===== src/rtl/fighter_pkg.sv =====
// Shared types and defaults for the fighter hit/damage logic.
// Provides the hit scheduler state encoding, player identifiers and
// default coordinate/damage widths used across the hit pipeline.
package fighter_pkg;

  localparam int unsigned NUM_SLOTS_DEF = 4;
  localparam int unsigned COORD_W_DEF   = 10;
  localparam int unsigned DMG_W_DEF     = 4;

  localparam logic PLAYER0 = 1'b0;
  localparam logic PLAYER1 = 1'b1;

  typedef enum logic [2:0] {
    IDLE   = 3'd0,
    SCAN   = 3'd1,
    EVAL   = 3'd2,
    REPORT = 3'd3,
    DONE   = 3'd4
  } hs_state_t;

endpackage


===== src/rtl/circle_contact.sv =====
// Circular contact test between point a and point b with radius r.
// contact is registered: it reflects the inputs of the previous cycle.
// Ports:
//   Clk, Reset_n   clock, synchronous active-low reset
//   ax, ay         attack centre
//   bx, by         target centre
//   radius         coverage radius
//   contact        1 when (ax-bx)^2 + (ay-by)^2 <= radius^2
module circle_contact #(
  parameter int unsigned COORD_W = fighter_pkg::COORD_W_DEF
) (
  input  logic               Clk,
  input  logic               Reset_n,
  input  logic [COORD_W-1:0] ax,
  input  logic [COORD_W-1:0] ay,
  input  logic [COORD_W-1:0] bx,
  input  logic [COORD_W-1:0] by,
  input  logic [COORD_W-1:0] radius,
  output logic               contact
);

  localparam int unsigned DIFF_W = COORD_W + 1;
  localparam int unsigned SQ_W   = 2 * DIFF_W;
  localparam int unsigned SUM_W  = SQ_W + 1;
  localparam int unsigned R2_W   = 2 * COORD_W;

  logic signed [DIFF_W-1:0] w_dx;
  logic signed [DIFF_W-1:0] w_dy;
  logic signed [SQ_W-1:0]   w_dx_ext;
  logic signed [SQ_W-1:0]   w_dy_ext;
  logic signed [SQ_W-1:0]   w_dx_sq;
  logic signed [SQ_W-1:0]   w_dy_sq;
  logic [SUM_W-1:0]         w_dist2;
  logic [R2_W-1:0]          w_r2;
  logic                     r_contact;

  // Zero-extend before subtracting so coordinates straddling zero give a true signed delta.
  assign w_dx     = $signed({1'b0, ax}) - $signed({1'b0, bx});
  assign w_dy     = $signed({1'b0, ay}) - $signed({1'b0, by});
  assign w_dx_ext = SQ_W'(w_dx);
  assign w_dy_ext = SQ_W'(w_dy);
  assign w_dx_sq  = w_dx_ext * w_dx_ext;
  assign w_dy_sq  = w_dy_ext * w_dy_ext;
  assign w_dist2  = SUM_W'($unsigned(w_dx_sq)) + SUM_W'($unsigned(w_dy_sq));
  assign w_r2     = R2_W'(radius) * R2_W'(radius);

  // Boundary counts as contact.
  always_ff @(posedge Clk) begin
    if (!Reset_n) begin
      r_contact <= 1'b0;
    end else begin
      r_contact <= (w_dist2 <= SUM_W'(w_r2));
    end
  end

  assign contact = r_contact;

endmodule


===== src/rtl/hit_scheduler.sv =====
// Per-frame hit scheduler: walks the attack slots once per frame, tests
// each live slot against the opposing player with a shared contact
// comparator and reports every contact over a valid/ready handshake,
// clearing the slot so an attack lands at most once.
// Ports:
//   Clk, Reset_n                  clock, synchronous active-low reset
//   frame_start                   starts a scan (from vsync)
//   slot_valid/x/y/radius/owner/damage   live attack slot table (packed)
//   p0_x, p0_y, p1_x, p1_y        player centres, frozen at frame_start
//   hit_valid/ready, hit_player, hit_damage, hit_slot   hit event channel
//   slot_clear                    one-hot pulse in the hit handshake cycle
//   busy, frame_done, overrun     scan status
module hit_scheduler
  import fighter_pkg::*;
#(
  parameter int unsigned NUM_SLOTS = NUM_SLOTS_DEF,
  parameter int unsigned COORD_W   = COORD_W_DEF,
  parameter int unsigned DMG_W     = DMG_W_DEF
) (
  input  logic                          Clk,
  input  logic                          Reset_n,
  input  logic                          frame_start,
  input  logic [NUM_SLOTS-1:0]          slot_valid,
  input  logic [NUM_SLOTS*COORD_W-1:0]  slot_x,
  input  logic [NUM_SLOTS*COORD_W-1:0]  slot_y,
  input  logic [NUM_SLOTS*COORD_W-1:0]  slot_radius,
  input  logic [NUM_SLOTS-1:0]          slot_owner,
  input  logic [NUM_SLOTS*DMG_W-1:0]    slot_damage,
  input  logic [COORD_W-1:0]            p0_x,
  input  logic [COORD_W-1:0]            p0_y,
  input  logic [COORD_W-1:0]            p1_x,
  input  logic [COORD_W-1:0]            p1_y,
  output logic                          hit_valid,
  input  logic                          hit_ready,
  output logic                          hit_player,
  output logic [DMG_W-1:0]              hit_damage,
  output logic [$clog2(NUM_SLOTS)-1:0]  hit_slot,
  output logic [NUM_SLOTS-1:0]          slot_clear,
  output logic                          busy,
  output logic                          frame_done,
  output logic                          overrun
);

  localparam int unsigned IDX_W = $clog2(NUM_SLOTS);
  localparam logic [IDX_W-1:0] LAST_IDX = IDX_W'(NUM_SLOTS - 1);

  hs_state_t          r_state;
  hs_state_t          w_state_next;
  logic [IDX_W-1:0]   r_idx;
  logic [IDX_W-1:0]   w_idx_next;
  logic               w_snap;
  logic               w_issue;
  logic               w_advance;

  logic [COORD_W-1:0] r_p0_x, r_p0_y, r_p1_x, r_p1_y;
  logic               r_hit_valid;
  logic               r_hit_player;
  logic [DMG_W-1:0]   r_hit_damage;
  logic [IDX_W-1:0]   r_hit_slot;
  logic               r_busy;
  logic               r_frame_done;

  logic [COORD_W-1:0] w_sx, w_sy, w_sr;
  logic               w_owner;
  logic [DMG_W-1:0]   w_sdmg;
  logic [COORD_W-1:0] w_tx, w_ty;
  logic               w_contact;

  // Live slot selected by the scan index.
  assign w_sx    = slot_x[r_idx*COORD_W +: COORD_W];
  assign w_sy    = slot_y[r_idx*COORD_W +: COORD_W];
  assign w_sr    = slot_radius[r_idx*COORD_W +: COORD_W];
  assign w_owner = slot_owner[r_idx];
  assign w_sdmg  = slot_damage[r_idx*DMG_W +: DMG_W];

  // Target is the player who does not own the attack.
  assign w_tx = (w_owner == PLAYER0) ? r_p1_x : r_p0_x;
  assign w_ty = (w_owner == PLAYER0) ? r_p1_y : r_p0_y;

  // The comparator's input stage captures the issued slot at the SCAN edge,
  // so its result is valid exactly in the EVAL cycle.
  circle_contact #(
    .COORD_W (COORD_W)
  ) u_contact (
    .Clk     (Clk),
    .Reset_n (Reset_n),
    .ax      (w_sx),
    .ay      (w_sy),
    .bx      (w_tx),
    .by      (w_ty),
    .radius  (w_sr),
    .contact (w_contact)
  );

  // Next-state logic.
  always_comb begin
    w_state_next = r_state;
    w_idx_next   = r_idx;
    w_snap       = 1'b0;
    w_issue      = 1'b0;
    w_advance    = 1'b0;

    case (r_state)
      IDLE: begin
        if (frame_start) begin
          w_snap       = 1'b1;
          w_idx_next   = '0;
          w_state_next = SCAN;
        end
      end
      SCAN: begin
        if (slot_valid[r_idx]) begin
          w_issue      = 1'b1;
          w_state_next = EVAL;
        end else begin
          w_advance = 1'b1;
        end
      end
      EVAL: begin
        if (w_contact) begin
          w_state_next = REPORT;
        end else begin
          w_advance = 1'b1;
        end
      end
      REPORT: begin
        if (hit_ready) begin
          w_advance = 1'b1;
        end
      end
      DONE: begin
        w_state_next = IDLE;
      end
      default: begin
        w_state_next = IDLE;
      end
    endcase

    // No wrap-around: the last slot always ends the frame.
    if (w_advance) begin
      if (r_idx == LAST_IDX) begin
        w_state_next = DONE;
      end else begin
        w_idx_next   = IDX_W'(r_idx + 1'b1);
        w_state_next = SCAN;
      end
    end
  end

  // State, snapshot and registered outputs.
  always_ff @(posedge Clk) begin
    if (!Reset_n) begin
      r_state      <= IDLE;
      r_idx        <= '0;
      r_p0_x       <= '0;
      r_p0_y       <= '0;
      r_p1_x       <= '0;
      r_p1_y       <= '0;
      r_hit_valid  <= 1'b0;
      r_hit_player <= 1'b0;
      r_hit_damage <= '0;
      r_hit_slot   <= '0;
      r_busy       <= 1'b0;
      r_frame_done <= 1'b0;
    end else begin
      r_state <= w_state_next;
      r_idx   <= w_idx_next;
      if (w_snap) begin
        r_p0_x <= p0_x;
        r_p0_y <= p0_y;
        r_p1_x <= p1_x;
        r_p1_y <= p1_y;
      end
      if (w_issue) begin
        r_hit_player <= (w_owner == PLAYER0) ? PLAYER1 : PLAYER0;
        r_hit_damage <= w_sdmg;
        r_hit_slot   <= r_idx;
      end
      r_hit_valid  <= (w_state_next == REPORT);
      r_busy       <= (w_state_next == SCAN) || (w_state_next == EVAL) ||
                      (w_state_next == REPORT);
      r_frame_done <= (w_state_next == DONE);
    end
  end

  // Clear must coincide with the handshake, so it follows hit_ready directly;
  // gating with Reset_n keeps an aborted report from clearing its slot.
  always_comb begin
    slot_clear = '0;
    if (Reset_n && (r_state == REPORT) && hit_ready) begin
      slot_clear[r_idx] = 1'b1;
    end
  end

  assign overrun    = Reset_n && frame_start && (r_state != IDLE);
  assign hit_valid  = r_hit_valid;
  assign hit_player = r_hit_player;
  assign hit_damage = r_hit_damage;
  assign hit_slot   = r_hit_slot;
  assign busy       = r_busy;
  assign frame_done = r_frame_done;

endmodule


===== config.mk =====
export PLATFORM = sky130hd
export DESIGN_NAME = hit_scheduler
export DESIGN_NICKNAME = d
export VERILOG_FILES = /design/src/rtl/fighter_pkg.sv /design/src/rtl/circle_contact.sv /design/src/rtl/hit_scheduler.sv
export SDC_FILE = /design/constraint.sdc
export NUM_CORES = 1
export LEC_CHECK = 0
export BUFFER_PORTS_ARGS = -buffer_cell sky130_fd_sc_hd__buf_2
export CAP_MARGIN = 20
export CORE_ASPECT_RATIO = 0.7
export CORE_MARGIN = 2
export CORE_UTILIZATION = 39
export CTS_CLUSTER_SIZE = 10
export DETAILED_ROUTE_END_ITERATION = 8
export PLACE_DENSITY = 0.68
export SLEW_MARGIN = 10
export SYNTH_ARGS = -nofsm -noshare
export SYNTH_HDL_FRONTEND = slang
export SYNTH_SLANG_ARGS = --single-unit

===== constraint.sdc =====
create_clock -name Clk -period 9.25 [get_ports Clk]
set_input_delay 0.4625 -clock Clk [delete_from_list [all_inputs] [get_ports Clk]]
set_output_delay 0.4625 -clock Clk [all_outputs]
set_load 0.05 [all_outputs]

Word-level counts from Yosys, hierarchy flattened. Cells that the tools add are included.

Add/subtract/negate cells: 4. Multiply operators: 4. Magnitude comparators: 3. Eq/ne operators: 8. Shifts and indexed selects: 4. Mux-type cells: 28. Reductions and logical operators: 9.

Operator list (number): $shiftx 40x7->10 (3); $mul 11x11->22 (2); $add 22x22->23 (1); $le 23x20->1 (1); $sub 10x10->11 (2); $mul 10x10->20 (1); $mux 10 (2); $shiftx 16x5->4 (1); $mux 3 (5); $eq 3x2->1 const B (4); $pmux 3 s4 (1); $mux 1 (11); $mux 2 (4); $eq 3x1->1 const B (2); $logic_and 1x1->1 (5); $mul 2x3->5 const B (1); $bmux 1 s2 (2); $mux 4 (1); $eq 3x3->1 const B (1); $logic_not 3->1 (1); $lt 2x3->1 const B (1); $pmux 1 s3 (1); $reduce_bool 3->1 (1); $add 2x1->2 const B (1); 4 further kinds (5).

Flip-flop bits (word level): 56. Output and inout bits: 15. Logic and storage cells: 73.

Longest topological paths before layout.
Depth after elaboration: 8. Mapped depth: 51. Mapped depth without buffers: 47.

Cells and area by module. Synthesis repeated with hierarchy kept, for this count alone.

Cells, all modules: 1887. Area, all modules: 16404.5 sq um.

Modules (own cells, without submodules): circle_contact (times used 1, cells an instance 1567, area each 13138.9 sq um); hit_scheduler (times used 1, cells an instance 320, area each 3265.6 sq um).

Worst setup path after synthesis. OpenSTA, ideal clock, no wires.

Path type: register to register. From: reg r_idx[0]. To: reg u_contact.r_contact (netlist: u_contact.contact). Data arrival time: 10123 ps. Data required time: 9191 ps. Path slack: -932 ps. Stages on the path, launching flop included: 47. Buffers on the path: 4. Path through: dfxtp_1 > buf_2 > buf_2 > buf_2 > mux4_2 > fa_1 > a21o_1 > a21oi_1 > o21ai_0 > a21oi_1 > o21ai_0 > nand3_1 > nand2_1 > inv_1 > clkbuf_1 > nand2_1 > xor2_1 > ha_1 > [11 not listed] > nor2b_1 > xnor2_1 > ha_1 > and3_1 > a211o_1 > a21oi_1 > o21bai_1 > a21oi_1 > xnor2_1 > ha_1 > a21oi_1 > nor2b_1 > o21ai_0 > o211ai_1 > a21oi_1 > o21ai_0 > or4_1 > nand2_1.

Word-level cells in the longest chain between the ends: 7. Elaborated cells on any way between the ends: 15.

RTL lines: from (decl) (line hit_scheduler.sv:49) `logic [IDX_W-1:0] r_idx;`; from (signal assigned) (line hit_scheduler.sv:167) `r_idx <= w_idx_next;`; branches (longest 6 deep; another with $add 22x22->23); $le 23x20->1 (*) (line circle_contact.sv:52) `r_contact <= (w_dist2 <= SUM_W'(w_r2));`; to (signal assigned) (line circle_contact.sv:52); to (decl) (line circle_contact.sv:35) `logic r_contact;`.

Mark *: on every way between the ends. The select of a mux whose other input is x is not followed. A chain may end at the register's enable or synchronous reset.

Worst setup path in the final report. Same ends and word-level chain as after synthesis.

==> results.cfg <==
[yosys]
synthTopCellsByArea = fa_1 32%, ha_1 16%, inv_1 9.1%
synth_edf_count = 0
synth_area_um2 = 16020
synth_top_area_share_pct = 31.75
yosys.area.top_type = fa_1
synth_cell_types = 59
yosys_warnings = 0
synth-main-ff-cell = dfxtp_1
syn_avg_cell_area_um2 = 8.893
synthMostInstantiatedCell = inv_1
synth_cells = 1801
synth_common_cells = 390 x inv_1, 254 x fa_1, 215 x nand2_1
ys_seq_area_share_pct = 6.999
ys_ff_latch = 56
synth-async-reset-ratio_pct = 0
syn-num-nets = 2447

[drt]
drc = 0
vias = 13480
drt-wirelength-per-cell_um = 14.99
viasPerCell = 4.842
drt_iter0_drc = 487
ant_nets = 0
drt_wl_total_um = 41750
firstDrtPassIters = 5

[sta]
worst_pin_slew_ns = 0.7929
holdWs_ns = 0.4043
fin_crit_ns = 9.531
rsz0062_at_grt = true
layout_setup_ws_ns = -0.2807
final-hold-violation-count = 0
max_freq_ghz = 0.1049
final-setup-viol-count = 1
fin_worst_skew_ns = 0.01005
final_max_slew_viol_count = 0
timing.final.crit_share_pct = 103.0
slew_headroom_pct = 45.77
fin_setup_tns_ns = -0.2807

[clock_tree]
cts_max_level = 2
tritoncts = done
clock-sinks = 56
cts-buffers-inserted = 5
cts-root-buf = clkbuf_16
ctsHoldBuffers = 0
clock_path_buffers = 2
clk_latency_ns = 0.31
path_clk_slew_ns = 0.09

[critical_path]
criticalPathCategory = reg -> reg
crit_path_end_kind = flop
arrival_ns = 9.79
cp_max_fo = 4
startpoint_type = flop
crit_path_max_incr_delay_ns = 0.56
required_ns = 9.51
cp_slowest_cell = mux4_2

[grt]
grt_max_degree = 56
use_met3_pct = 2.105
overflow = 0
grt_use_total_pct = 20.11
grtUsageMet2_pct = 33.63
antenna_found_initial = 3
use_met1_pct = 28.66
grt-busiest-layer = met2
grt_pass1_wl_um = 70010
grt_pass1_vias = 14630

[floorplan]
die_h_um = 173.6
core_area_um2 = 40730
die-area_um2 = 42730
dieWidth_um = 246.2
floorplan.rows = 62
start_util_pct = 39.33
ios = 203

[finish]
regArea_um2 = 1126
drive_above_1_share_pct = 28.64
final_util_pct = 49.81
final_nets = 2883
multi_input_area_um2 = 13760
fillers = 3840
syn_to_final_growth_pct = 26.65

[run_status]
outcome = finished with violations
violations = negative setup slack

[run]
drv_cap = 0

[placed_design]
io_buffer_count = 202
hpwl_um = 36560
globalplace.congestion = 0.9000

[min_path]
hold_class = in -> reg
placed cells by master, fill, tap and decap left out, drive strengths merged, types with 11 or more instances in the layout:
cell and count:
nand2 215, nor3 15, o21ai 29, mux4 36, inv 389, nor2 90, dfxtp 56, a21boi 45
or3 11, nand3 16, fa 254, o21a 12, nor2b 21, mux2i 26, a21oi 56, xor2 32
ha 204, nand2b 17, xnor2 68, and2 51, buf 473, a21o 29
cell type report:
cell class	count	share of cell area, %
multi-input combinational	1311	67.84
timing repair buffer	473	15.27
inverter	390	7.248
sequential	56	5.551
tap	544	3.356
clock buffer	6	0.6353
clock inverter	2	0.08019
antenna	2	0.02467
path summary, 6_finish.rpt:
kind | from | end | slack [ns] | cells after the start
worst max-delay path | r_idx[0] | u_contact.contact | -0.28 | 45
worst min-delay path | p0_y[6] | r_p0_y[6] | 0.40 | 3
worst max register to register | r_idx[0] | u_contact.contact | -0.28 | 45
worst min register to register | r_p1_y[6] | r_p1_y[6] | 0.47 | 2
state kept, by name, indices dropped and copies added, names as in the netlist, 2 cells and up:
name,cells
hit_damage,4
hit_slot,2
r_idx,2
r_p0_x,10
r_p0_y,10
r_p1_x,10
r_p1_y,10
r_state,3
critical path, delay by kind of cell (launching register included):
family          cells  cell delay [ns]
fa+ha+maj          10             3.47
compound gates     15             2.43
simple gates        6             1.27
buf+inv             9             0.78
mux                 2             0.77
xor+xnor            3             0.41
flops               1             0.36
metal layers:
| metal | part of all wire (%) | wire length (um) |
|---|---|---|
| met1 | 48 | 19940 |
| met2 | 46 | 19350 |
| met3 | 4.8 | 1994 |
| met4 | 1.1 | 455 |
| met5 | 0.031 | 13 |
metrics by stage:
step	area (um^2)	worst slack (ns)	std cells
6_report	20280	-0.2807	2784
5_1_grt	20280	-0.7001	2783
4_1_cts	19840	-0.2676	2767
3_5_place_dp	19420	-0.5562	2739
3_3_place_gp	19420	-0.3783	2739
2_1_floorplan	16180	-0.02880	1801
cells by family (layout without fill, tap and decap cells):
family,count (synthesis),count (layout),share of synthesized area [%]
AO/OA/AOI/OAI,222,222,9.390
multiplexers,65,65,6.898
adder cells (fa/ha/maj),458,458,47.68
XOR/XNOR,100,100,5.468
flip-flops,56,56,6.999
AND/OR/NAND/NOR,466,466,13.34
other,0,2,0
buffers and inverters,434,871,10.22
repair_timing:
item	4_1_cts	5_1_grt
pin swaps	37	64
setup buffers	21	15
setup endpoints to repair	1	1
gates resized for setup	36	72
Power is left out: the tool's default activity adds up to more than one toggle a clock period on the data nets, which glitch-free logic cannot reach.
